`src/rtl/traffic_pkg.sv`:
```
// Shared types for the traffic light front end: request FSM states,
// per-channel request/response bundles and the next-state function.
package traffic_pkg;

  localparam int DEBOUNCE_CYC_DEF = 4;

  typedef enum logic [1:0] {
    IDLE  = 2'd0,
    PEND  = 2'd1,
    SERVE = 2'd2
  } req_state_e;

  typedef struct packed {
    logic raw;
    logic g;
  } ch_req_t;

  typedef struct packed {
    logic x;
    logic det;
  } ch_rsp_t;

  // A falling det never cancels PEND; only a green clears the latch.
  function automatic req_state_e req_next(input req_state_e cur, input logic det,
                                          input logic g);
    req_state_e nxt;
    nxt = IDLE;
    case (cur)
      IDLE:    nxt = det ? (g ? SERVE : PEND) : IDLE;
      PEND:    nxt = g ? SERVE : PEND;
      SERVE:   nxt = g ? SERVE : (det ? PEND : IDLE);
      default: nxt = IDLE;
    endcase
    return nxt;
  endfunction

endpackage

```
`src/rtl/sensor_channel.sv`:
```
// One sensor direction: 2-flop synchronizer, stability debounce and the
// service-request latch that feeds the light controller.
module sensor_channel
  import traffic_pkg::*;
#(
  parameter int DEBOUNCE_CYC = DEBOUNCE_CYC_DEF,
  parameter int CNT_W        = 3
) (
  input  logic    clk,
  input  logic    rst_n,
  input  ch_req_t req_i,
  output ch_rsp_t rsp_o
);

  localparam logic [CNT_W-1:0] CNT_MAX = CNT_W'(DEBOUNCE_CYC - 1);

  logic [1:0]       sync_q;
  logic             det_q, det_d;
  logic [CNT_W-1:0] cnt_q, cnt_d;
  req_state_e       state_q, state_d;
  logic             x_q;

  // The counter only advances while the synchronized level disagrees with det;
  // any agreeing cycle throws away the partial run.
  always_comb begin
    det_d = det_q;
    cnt_d = '0;
    if (sync_q[1] != det_q) begin
      if (cnt_q == CNT_MAX) det_d = sync_q[1];
      else                  cnt_d = cnt_q + CNT_W'(1);
    end
  end

  assign state_d = req_next(state_q, det_q, req_i.g);

  always_ff @(posedge clk or negedge rst_n) begin
    if (!rst_n) begin
      sync_q  <= '0;
      det_q   <= 1'b0;
      cnt_q   <= '0;
      state_q <= IDLE;
      x_q     <= 1'b0;
    end else begin
      sync_q  <= {sync_q[0], req_i.raw};
      det_q   <= det_d;
      cnt_q   <= cnt_d;
      state_q <= state_d;
      x_q     <= (state_d == PEND);
    end
  end

  assign rsp_o.x   = x_q;
  assign rsp_o.det = det_q;

endmodule

```
`src/rtl/traffic_sensor_conditioner.sv`:
```
// Two independent sensor channels feeding the two-way light controller.
module traffic_sensor_conditioner
  import traffic_pkg::*;
#(
  parameter int DEBOUNCE_CYC = DEBOUNCE_CYC_DEF,
  parameter int CNT_W        = 3
) (
  input  logic clk,
  input  logic rst,
  input  logic sense0_raw,
  input  logic sense1_raw,
  input  logic g0,
  input  logic g1,
  output logic x0,
  output logic x1,
  output logic det0,
  output logic det1
);

  localparam int NUM_CH = 2;

  ch_req_t [NUM_CH-1:0] req;
  ch_rsp_t [NUM_CH-1:0] rsp;

  assign req[0] = '{raw: sense0_raw, g: g0};
  assign req[1] = '{raw: sense1_raw, g: g1};

  for (genvar c = 0; c < NUM_CH; c++) begin : g_ch
    sensor_channel #(
      .DEBOUNCE_CYC(DEBOUNCE_CYC),
      .CNT_W       (CNT_W)
    ) u_ch (
      .clk  (clk),
      .rst_n(rst),
      .req_i(req[c]),
      .rsp_o(rsp[c])
    );
  end

  assign x0   = rsp[0].x;
  assign det0 = rsp[0].det;
  assign x1   = rsp[1].x;
  assign det1 = rsp[1].det;

endmodule
```
`config.mk`:
```
export PLATFORM = sky130hd
export DESIGN_NAME = traffic_sensor_conditioner
export DESIGN_NICKNAME = d
export VERILOG_FILES = /design/src/rtl/traffic_pkg.sv /design/src/rtl/sensor_channel.sv /design/src/rtl/traffic_sensor_conditioner.sv
export SDC_FILE = /design/constraint.sdc
export NUM_CORES = 1
export LEC_CHECK = 0
export BUFFER_PORTS_ARGS = -buffer_cell sky130_fd_sc_hd__buf_2
export CORE_MARGIN = 1
export CORE_UTILIZATION = 46
export DETAILED_ROUTE_END_ITERATION = 10
export PLACE_DENSITY_LB_ADDON = 0.12
export SYNTH_ARGS = -nofsm -noshare
export SYNTH_HDL_FRONTEND = slang
export SYNTH_SLANG_ARGS = --single-unit
export TNS_END_PERCENT = 100
```
`constraint.sdc`:
```
create_clock -name clk -period 1.25 [get_ports clk]
set_clock_uncertainty 0.05 [all_clocks]
set_input_delay 0.0625 -clock clk [delete_from_list [all_inputs] [get_ports clk]]
set_output_delay 0.0625 -clock clk [all_outputs]
set_load 0.02 [all_outputs]
```
-- Word-level counts from Yosys, hierarchy flattened
Cells that the tools add are included.
- reductions and logical operators: 4
- $add $sub $neg: 2
- muxes and demuxes: 14
- equality and inequality tests: 10
- operators with widths (operator ; number):
    $mux 2 ; 6
    $mux 3 ; 4
    $pmux 2 s3 ; 2
    $eq 2x1->1 const B ; 4
    $add 3x1->3 const B ; 2
    $eq 3x2->1 const B ; 2
    $eq 2x2->1 const B ; 2
    $logic_not 2->1 ; 2
    $reduce_and 2->1 ; 2
    $mux 1 ; 2
    $ne 1x1->1 ; 2
- register bits: 18
- output and inout port bits: 4
- logic and storage cells: 40
- bits of input ports: 6

-- Depth between registers and ports, before layout
Gate-level depths: netlist of run 1.
- word-level depth: 4
- depth in mapped cells: 3
- gate-level depth less buffers: 3

-- Modules after synthesis
Synthesis of run 1 repeated with hierarchy kept, for this count alone.
- cells, all modules: 50
- area, all modules: 708.2 um^2
- modules (own cells, without submodules) (module ; sequential area each (um^2) ; cells an instance ; area an instance (um^2) ; instances):
    sensor_channel ; 225.2 ; 25 ; 354.1 ; 2

-- Worst setup path after synthesis of run 1
No wires, ideal clock.
- kind: flip-flop to flip-flop
- start point: reg g_ch[0].u_ch.cnt_q[0]
- end point: reg g_ch[0].u_ch.det_q
- setup time: 128 ps
- cell stages (with the launch flop): 4
- buffers on the path: 0
- data arrival time: 998 ps
- required time: 1072 ps
- path slack: 75 ps
- period minus slack after synthesis: 1175 ps
- cells stage by stage: dfrtp_1 ha_1 nor2b_1 mux2_1
- longest elaborated chain between the ends: 2
- ends and longest elaborated chain (item ; RTL line ; text):
    start: declaration ; sensor_channel.sv:19 ; logic [CNT_W-1:0] cnt_q, cnt_d;
    start signal: assignment ; sensor_channel.sv:46 ; cnt_q <= cnt_d;
    $eq 3x2->1 ; sensor_channel.sv:29 ; if (cnt_q == CNT_MAX) det_d = sync_q[1];
    $reduce_and 2->1 (no line) ; n/a ;
    end signal: assignment ; sensor_channel.sv:45 ; det_q <= det_d;
    end: declaration ; sensor_channel.sv:18 ; logic det_q, det_d;
No other way between the ends.
A chain may end at the register's enable or synchronous reset.

-- Final worst setup path of run 1
- start point: reg g_ch[1].u_ch.cnt_q[0]
- end point: reg g_ch[1].u_ch.det_q
- longest elaborated chain between the ends: 2
- ends and longest elaborated chain (item ; RTL line):
    start: declaration ; sensor_channel.sv:19
    start signal: assignment ; sensor_channel.sv:46
    $eq 3x2->1 ; sensor_channel.sv:29
    $reduce_and 2->1 (no line) ; n/a
    end signal: assignment ; sensor_channel.sv:45
    end: declaration ; sensor_channel.sv:18
No other way between the ends.

==> results of run 1 <==
## state kept, by name, indices dropped and copies added (netlist names)
name and flops:
g_ch.u_ch.cnt_q 6, g_ch.u_ch.state_q 4, g_ch.u_ch.x_q 2, g_ch.u_ch.sync_q 4, g_ch.u_ch.det_q 2
## worst max-delay path, delay by kind of cell (launching register included)
| family | cells | cell delay [ns] |
|---|---|---|
| adders and majority gates | 1 | 0.18 |
| DFF | 1 | 0.36 |
| muxes | 1 | 0.33 |
| and+or+nand+nor | 1 | 0.16 |
## metrics by stage
| stage | hold WS (ns) | std cells | TNS (ns) | cell area [µm²] | worst slack, ns |
|---|---|---|---|---|---|
| after global routing | 0.200 | 79 | 0 | 817 | 0.00251 |
| final | 0.182 | 79 | 0 | 817 | 0.0583 |
| after CTS | 0.186 | 77 | 0 | 791 | 0.00440 |
| after floorplan | -0.283 | 45 | 0 | 642 | 0.0748 |
| after detailed placement | -0.0484 | 69 | -0.0635 | 706 | -0.0339 |
| after global placement | -0.0663 | 69 | 0 | 706 | 0.0318 |
## Yosys cell counts
master / n
nand2_1: 1
a211oi_1: 1
and3_1: 1
dfrtp_1: 18
nor2_1: 1
nor3b_1: 6
mux2_1: 2
a21oi_1: 2
nor3_1: 3
nor2b_1: 2
ha_1: 2
xnor2_1: 2
inv_1: 1
or3_1: 1
nand2b_1: 2
## final cells by class
type                            instances  area (µm²)
Fill cell                             111         484
Sequential cell                        18         450
Timing Repair Buffer                   16         110
Inverter                                1        3.75
Tap cell                               15        18.8
Multi-Input combinational cell         26         211
Clock buffer                            3        22.5
## layer usage
| metal | vias to the layer above | GRT usage (%) | part of all wire (%) |
|---|---|---|---|
| li1 | 194 | - | - |
| met1 | 187 | 16.4 | 45 |
| met2 | 6 | 25.4 | 52 |
| met3 | 2 | 3.41 | 2.6 |
| met4 | 0 | 7.76 | 0.45 |
| met5 | - | 0 | 0 |
## report_power, final
part           switching [mW]  internal [mW]  leakage (nW)
clock                   0.145          0.111        0.0138
combinational           0.249          0.276         0.144
sequential              0.110          0.742         0.227
## timing repair
item                                    CTS  global route
pin swaps                                 0             0
endpoints found under the setup margin    2             2
hold buffers                              5             0
gates cloned                              0             0
endpoints found under the hold margin    26             0
gates resized for setup                   4             3
setup buffers                             0             2
## how the worst min path moves through the flow
stage                                         to  slack (ns)  cells past startpoint
final                     g_ch[1].u_ch.sync_q[0]        0.18                      2
after global routing       g_ch[1].u_ch.cnt_q[1]        0.20                      2
after CTS                  g_ch[0].u_ch.cnt_q[2]        0.19                      2
after detailed placement   g_ch[1].u_ch.cnt_q[1]       -0.05                      1
after global placement     g_ch[1].u_ch.cnt_q[0]       -0.07                      1
after floorplan            g_ch[0].u_ch.cnt_q[0]       -0.28                      0
## logic make-up after synthesis
family	synth area share, %
flip-flops	70.2
adder cells (fa/ha/maj)	3.90
XOR/XNOR	2.73
buffers and inverters	0.584
AND/OR/NAND/NOR	16.4
AO/OA/AOI/OAI	2.73
multiplexers	3.51
==> results.py, run 1 <==
metrics = {
    "cells_and_area": {
        "layout_commonest_cell": "dfrtp_1",
        "syn_to_final_growth_pct": 27.3,
        "final_cell_mix": "18 x dfrtp_1, 9 x buf_2, 6 x nor3b_1",
        "num_antenna_cells": 0,
        "drive_gt1_share_pct": 29.7,
        "postLayoutCoreUtil_pct": 62.8,
        "final_nets": 74,
    },
    "die": {
        "die_h_um": 39.4,
        "initial_core_util_pct": 49.3,
        "placementRows": 13,
        "die-area_um2": 1550,
        "die_w_um": 39.4,
        "core_area_um2": 1300,
        "boundaryPins": 10,
    },
    "synthesis": {
        "synth_largest_area_cell": "dfrtp_1",
        "synth_area_um2": 642,
        "synth.distinct_cells": 15,
        "synth_cells": 45,
        "yosysSeqAreaShare_pct": 70.2,
        "yosys_warnings": 0,
        "syn-num-nets": 53,
        "synth_area_leaders": "dfrtp_1 70%, nor3b_1 7.0%, ha_1 3.9%",
        "syn_avg_cell_area_um2": 14.3,
        "synth.top_cell.area_share_pct": 70.2,
        "ys_ff_latch": 18,
    },
    "global_route": {
        "grt_pass1_vias": 350,
        "grt_overflow": 0,
        "antenna_found_initial": 0,
        "grt_max_degree": 19,
        "track_usage_pct": 14.6,
        "grt_pass1_wl_mm": 1.42,
    },
    "cts": {
        "cts_tree": "built",
        "cts_buffers": 3,
        "clockBufferDepth": 2,
        "clock_sinks": 18,
        "clk_latency_ns": 0.27,
        "cts_root_buf": "clkbuf_4",
        "clkSlewWorstSetupHoldPaths_ns": 0.08,
        "h-tree-depth": 1,
    },
    "setup_path": {
        "reg2reg_from": "g_ch[1].u_ch.cnt_q[0]",
        "path_class": "flip-flop to flip-flop",
        "r2r_cells": 3,
        "crit_start": "g_ch[1].u_ch.cnt_q[0]",
        "cp_data_required_time_ns": 1.36,
        "cp-end-kind": "flip-flop",
        "crit_end": "g_ch[1].u_ch.det_q",
        "rr_endpoint": "g_ch[1].u_ch.det_q",
        "cp_max_fo": 3,
        "r2r_slack_ns": 0.06,
        "start_kind": "flip-flop",
        "worst_path_max_delay_cell": "dfrtp_1",
        "cp_cell_sequence": "ha_2 -> nor2b_4 -> mux2_1",
        "cp_data_arrival_time_ns": 1.30,
        "cpPeakStageDelay_ns": 0.36,
    },
    "timing": {
        "finalSetupViolCount": 0,
        "finalCritPeriodShare_pct": 95.3,
        "clock.fmax_ghz": 0.839,
        "worst_slew_pin_slew_ns": 0.386,
        "finalHoldViolations": 0,
        "slew_violations": 0,
        "layout_min_cycle_time_ns": 1.19,
        "slew_headroom_pct": 74.3,
        "rsz0062_at_grt": "no",
    },
    "power": {
        "p_total_mw": 1.63,
        "ir_drop_uv": 937,
        "power.leakage_nw": 0.385,
        "p_per_area_nw_per_um2": 2000,
    },
    "detailed_routing": {
        "wl_um": 897,
        "routedWlPerCell_um": 11.4,
        "drt_iter0_markers": 0,
        "final_antenna_net_count": 0,
        "via_per_inst": 4.92,
        "vias": 389,
        "route.detailed.drc": 0,
        "dr.pass1.iters": 1,
    },
    "place": {
        "dp_hpwl_um": 661,
        "place.gp.congestion": 0.622,
        "portBuffers": 9,
    },
    "status": {
        "status": "complete, no violations",
    },
    "job": {
        "max_cap_violations": 0,
    },
    "hold_path": {
        "hp-class": "input pin to async pin",
    },
}
Note: power is estimated with default switching activity, not from simulation.
==> inputs of run 2 (changes only) <==
==> constraint.sdc (replaced) <==
create_clock -name clk -period 1.25 [get_ports clk]
set_clock_uncertainty 0.05 [all_clocks]
set_input_delay 0.25 -clock clk [delete_from_list [all_inputs] [get_ports clk]]
set_output_delay 0.25 -clock clk [all_outputs]
set_load 0.02 [all_outputs]
==> results.py, run 2 (synthesized netlist as in run 1, its figures left out) <==
metrics = {
    "power": {
        "clkPwrFrac_pct": 15.9,
        "p_int_mw": 1.11,
        "ir_drop_uv": 926,
        "swShare_pct": 31.1,
        "power.leakage_nw": 0.364,
        "p_switching_mw": 0.501,
        "p_per_area_nw_per_um2": 2080,
        "comb_power_share_pct": 31.1,
        "p_total_mw": 1.61,
        "pwr-share-seq_pct": 53.0,
    },
    "timing": {
        "worst_slew_pin_slew_ns": 0.381,
        "layout_min_cycle_time_ns": 1.19,
        "finalCritPeriodShare_pct": 95.4,
        "rsz0062_at_grt": "yes",
        "slew_headroom_pct": 74.6,
        "clock.fmax_ghz": 0.838,
        "finalHoldViolations": 0,
        "slew_violations": 0,
        "finalHoldWorstSlack_ns": 0.0254,
        "finalSetupViolCount": 0,
    },
    "cts": {
        "clk_latency_ns": 0.27,
        "cts_buffers": 3,
        "clkSlewWorstSetupHoldPaths_ns": 0.09,
        "h-tree-depth": 1,
        "cts_root_buf": "clkbuf_4",
        "clock_sinks": 18,
        "cts_tree": "built",
        "clockBufferDepth": 2,
    },
    "place": {
        "dpl_cell_area_um2": 706,
        "dp_hpwl_um": 661,
        "place.gp.congestion": 0.622,
        "portBuffers": 9,
    },
    "setup_path": {
        "cp_max_fo": 3,
        "cp-end-kind": "flip-flop",
        "cp_data_arrival_time_ns": 1.30,
        "start_kind": "flip-flop",
        "cp_data_required_time_ns": 1.36,
        "path_class": "flip-flop to flip-flop",
    },
    "cells_and_area": {
        "final_cell_mix": "17 x dfrtp_1, 9 x buf_2, 6 x nor3b_1",
        "layout_commonest_cell": "dfrtp_1",
        "syn_to_final_growth_pct": 20.7,
        "postLayoutCoreUtil_pct": 59.5,
        "num_antenna_cells": 0,
        "drive_gt1_share_pct": 31.7,
        "top_register": "g_ch.u_ch.cnt_q",
        "largest_register_ffs": 6,
        "final_nets": 70,
        "design_area_um2": 774,
        "reg_top3": "g_ch.u_ch.cnt_q (6), g_ch.u_ch.state_q (4), g_ch.u_ch.sync_q (4)",
    },
    "detailed_routing": {
        "final_antenna_net_count": 0,
        "dr.pass1.iters": 1,
        "vias": 371,
        "routedWlPerCell_um": 11.7,
        "via_per_inst": 4.95,
        "drt_iter0_markers": 0,
        "route.detailed.drc": 0,
        "wl_um": 874,
    },
    "die": {
        "placementRows": 13,
        "die_h_um": 39.4,
        "die_w_um": 39.4,
        "boundaryPins": 10,
        "initial_core_util_pct": 49.3,
        "core_area_um2": 1300,
        "die-area_um2": 1550,
    },
    "global_route": {
        "grt_overflow": 0,
        "track_usage_pct": 14.3,
        "grt_pass1_wl_mm": 1.38,
        "antenna_found_initial": 0,
        "grt_pass1_vias": 336,
        "grt_max_degree": 19,
    },
    "hold_path": {
        "hp-class": "input pin to flip-flop",
    },
    "status": {
        "status": "complete, no violations",
    },
    "job": {
        "max_cap_violations": 0,
    },
}
run 2: cell types whose count changed in the layout (fill, tap and decap cells not counted):
cell	previous run	this run
dlygate4sd3_1	5	1
dfrtp_1	18	17
dfrtp_2	0	1
mux2_1	1	2
mux2_4	1	0
run 2: worst max-delay path, cell delays in order, from the launching register on:
cell and delay (ns):
dfrtp_1 0.36, ha_2 0.18, nor2b_4 0.16, mux2_1 0.33
run 2: routing by layer:
layer	track usage, %	vias up	wire (µm)
li1	-	186	-
met1	16.8	177	382
met2	23.8	6	457
met3	3.41	2	30
met4	7.76	0	4
met5	0	-	0
run 2: layout make-up:
class | count | area, µm²
clock buffers | 3 | 22.5
fillers | 114 | 527
inverters | 1 | 3.75
multi-input cells | 26 | 208
flip-flops and latches | 18 | 452
well taps | 15 | 18.8
repair buffers | 12 | 70.1
run 2: stage by stage:
step,setup WS [ns],std cells,setup TNS (ns)
2_1_floorplan,0.0748,45,0
3_3_place_gp,0.0318,69,0
3_5_place_dp,-0.0339,69,-0.0635
4_1_cts,0.00440,73,0
5_1_grt,-0.00831,75,-0.0113
6_report,0.0571,75,0
run 2: final timing paths:
path,cells past startpoint,from,end,slack [ns]
min in group asynchronous,2,rst,g_ch[1].u_ch.sync_q[1],0.37
max,3,g_ch[1].u_ch.cnt_q[0],g_ch[1].u_ch.det_q,0.06
max reg2reg,3,g_ch[1].u_ch.cnt_q[0],g_ch[1].u_ch.det_q,0.06
min reg2reg,0,g_ch[0].u_ch.sync_q[0],g_ch[0].u_ch.sync_q[1],0.31
max in group asynchronous,2,rst,g_ch[1].u_ch.det_q,0.49
min,1,sense0_raw,g_ch[0].u_ch.sync_q[0],0.03
run 2: power groups by stage:
| stage | clock network [mW] | registers, mW | logic [mW] |
|---|---|---|---|
| finish | 0.257 | 0.854 | 0.501 |
| global route | 0.296 | 0.879 | 0.562 |
| CTS | 0.269 | 0.855 | 0.460 |
| detailed placement | 0 | 0.864 | 0.448 |
| global placement | 0 | 0.847 | 0.413 |
| floorplan | 0 | 0.911 | 0.250 |
run 2: repair_timing:
| item | 4_1_cts | 5_1_grt |
|---|---|---|
| endpoints found under the hold margin | 18 | 0 |
| endpoints found under the setup margin | 2 | 4 |
| gates resized for setup | 4 | 3 |
| buffers inserted | 0 | 2 |
| hold buffers | 1 | 0 |
==> inputs of run 3 (changes only) <==
--- a/config.mk
+++ b/config.mk
@@ -6,10 +6,10 @@
 export NUM_CORES = 1
 export LEC_CHECK = 0
 export BUFFER_PORTS_ARGS = -buffer_cell sky130_fd_sc_hd__buf_2
-export CORE_MARGIN = 1
-export CORE_UTILIZATION = 46
+export CORE_AREA = 2 2 39 41
 export DETAILED_ROUTE_END_ITERATION = 10
-export PLACE_DENSITY_LB_ADDON = 0.12
+export DIE_AREA = 0 0 41 43
+export PLACE_DENSITY_LB_ADDON = 0.15
 export SYNTH_ARGS = -nofsm -noshare
 export SYNTH_HDL_FRONTEND = slang
 export SYNTH_SLANG_ARGS = --single-unit
==> constraint.sdc (replaced) <==
create_clock -name clk -period 1.45 [get_ports clk]
set_clock_uncertainty 0.05 [all_clocks]
set_input_delay 0.29 -clock clk [delete_from_list [all_inputs] [get_ports clk]]
set_output_delay 0.29 -clock clk [all_outputs]
set_load 0.02 [all_outputs]
==> results.py, run 3 (synthesized netlist as in run 1, its figures left out) <==
metrics = {
    "status": {
        "status": "complete, no violations",
    },
    "cells_and_area": {
        "final_cell_mix": "18 x dfrtp_1, 9 x buf_2, 6 x nor3b_1",
        "top_register": "g_ch.u_ch.cnt_q",
        "syn_to_final_growth_pct": 15.2,
        "fill_cells": 116,
        "num_antenna_cells": 0,
        "largest_register_ffs": 6,
        "layout_commonest_cell": "dfrtp_1",
        "drive_gt1_share_pct": 20.7,
        "layout.cells.non_filler": 74,
        "final_nets": 68,
        "reg_top3": "g_ch.u_ch.cnt_q (6), g_ch.u_ch.state_q (4), g_ch.u_ch.sync_q (4)",
    },
    "die": {
        "die_w_um": 41,
        "boundaryPins": 10,
        "die_h_um": 43,
        "initial_core_util_pct": 46.4,
        "placementRows": 14,
        "core_area_um2": 1380,
        "die-area_um2": 1760,
    },
    "setup_path": {
        "worst_path_max_delay_cell": "dfrtp_1",
        "cp_max_fo": 3,
        "cp_data_required_time_ns": 1.58,
        "r2r_slack_ns": 0.18,
        "rr_endpoint": "g_ch[1].u_ch.det_q",
        "cp_cell_sequence": "ha_1 -> nor2b_1 -> mux2_1",
        "r2r_cells": 3,
        "reg2reg_from": "g_ch[1].u_ch.cnt_q[0]",
        "start_kind": "flip-flop",
        "crit_end": "g_ch[1].u_ch.det_q",
        "crit_start": "g_ch[1].u_ch.cnt_q[0]",
        "cp_data_arrival_time_ns": 1.40,
        "cp-end-kind": "flip-flop",
        "path_class": "flip-flop to flip-flop",
        "cpPeakStageDelay_ns": 0.36,
    },
    "detailed_routing": {
        "drt_iter0_markers": 1,
        "via_per_inst": 4.84,
        "wl_um": 862,
        "vias": 358,
        "dr.pass1.iters": 4,
        "final_antenna_net_count": 0,
        "routedWlPerCell_um": 11.6,
        "route.detailed.drc": 0,
    },
    "timing": {
        "finalSetupViolCount": 0,
        "finalHoldViolations": 0,
        "worst_slew_pin_slew_ns": 0.372,
        "clock.fmax_ghz": 0.785,
        "slew_headroom_pct": 75.2,
        "setup_ws_ns": 0.176,
        "rsz0062_at_grt": "no",
        "layout_min_cycle_time_ns": 1.27,
        "finalCritPeriodShare_pct": 87.8,
        "fin_setup_tns_ns": 0,
        "slew_violations": 0,
    },
    "cts": {
        "cts_tree": "built",
        "clk_latency_ns": 0.28,
        "ctsResizeCount": 0,
        "clockBufferDepth": 2,
        "cts_root_buf": "clkbuf_4",
        "hold_buffers": 1,
        "post-cts-setup-buffers": 0,
        "clkSlewWorstSetupHoldPaths_ns": 0.09,
        "h-tree-depth": 1,
        "clock_sinks": 18,
        "cts_buffers": 3,
    },
    "global_route": {
        "grt_max_degree": 19,
        "grt_pass1_vias": 374,
        "grt_overflow": 0,
        "antenna_found_initial": 0,
        "grt_pass1_wl_mm": 1.50,
        "track_usage_pct": 13.4,
    },
    "place": {
        "dp_hpwl_um": 606,
        "dp_slack_ns": 0.183,
        "portBuffers": 9,
        "place.gp.congestion": 0.634,
        "dp.cells": 70,
    },
    "power": {
        "power.leakage_nw": 0.358,
        "ir_drop_uv": 968,
        "p_per_area_nw_per_um2": 1810,
    },
    "hold_path": {
        "worstHoldStart": "sense1_raw",
        "hp-class": "input pin to flip-flop",
    },
    "job": {
        "max_cap_violations": 0,
    },
}
==> run 3: worst max-delay path, delay by kind of cell, from the launching register on <==
family | cells | cell delay (ns)
adder cells (fa/ha/maj) | 1 | 0.17
flip-flops | 1 | 0.36
multiplexers | 1 | 0.34
AND/OR/NAND/NOR | 1 | 0.25
==> run 3: worst min-delay path by stage <==
stage	cells past startpoint	slack [ns]	end
finish	1	0.05	g_ch[1].u_ch.sync_q[0]
global route	1	0.03	g_ch[1].u_ch.sync_q[0]
global placement	1	0.18	g_ch[1].u_ch.cnt_q[2]
detailed placement	1	0.18	g_ch[1].u_ch.cnt_q[2]
CTS	1	0.05	g_ch[1].u_ch.sync_q[0]
floorplan	0	-0.06	g_ch[0].u_ch.cnt_q[0]
==> run 3: report_power, final <==
group | leakage (nW) | switching [mW] | internal (mW)
clock | 0.0138 | 0.136 | 0.0965
sequential | 0.227 | 0.0919 | 0.639
combinational | 0.117 | 0.201 | 0.175
==> run 3: cell type report <==
cell class                 instances  area, µm²  share of cell area (%)
clock buffer                       3       22.5                    3.05
multi-input combinational         26        188                    25.4
tap                               16       20.0                    2.71
inverter                           1       3.75                   0.508
timing repair buffer              10       55.1                    7.45
sequential                        18        450                    60.9
==> run 3: routing by layer <==
layer	global-route usage (%)	up-vias	wire, µm
met2	18.4	9	422
met1	18.8	169	404
li1	-	180	-
met5	0	-	0
met4	6.00	0	0
met3	4.71	0	35
==> run 3: metrics by stage <==
stage	utilization (%)	hold WS [ns]	cell area (µm²)	power (mW)
3_3_place_gp	51.1	0.185	707	1.11
4_1_cts	53.4	0.0477	739	1.36
6_report	53.4	0.0549	739	1.34
5_1_grt	53.4	0.0326	739	1.46
2_1_floorplan	-	-0.0556	642	1.00
3_5_place_dp	51.1	0.178	707	1.12
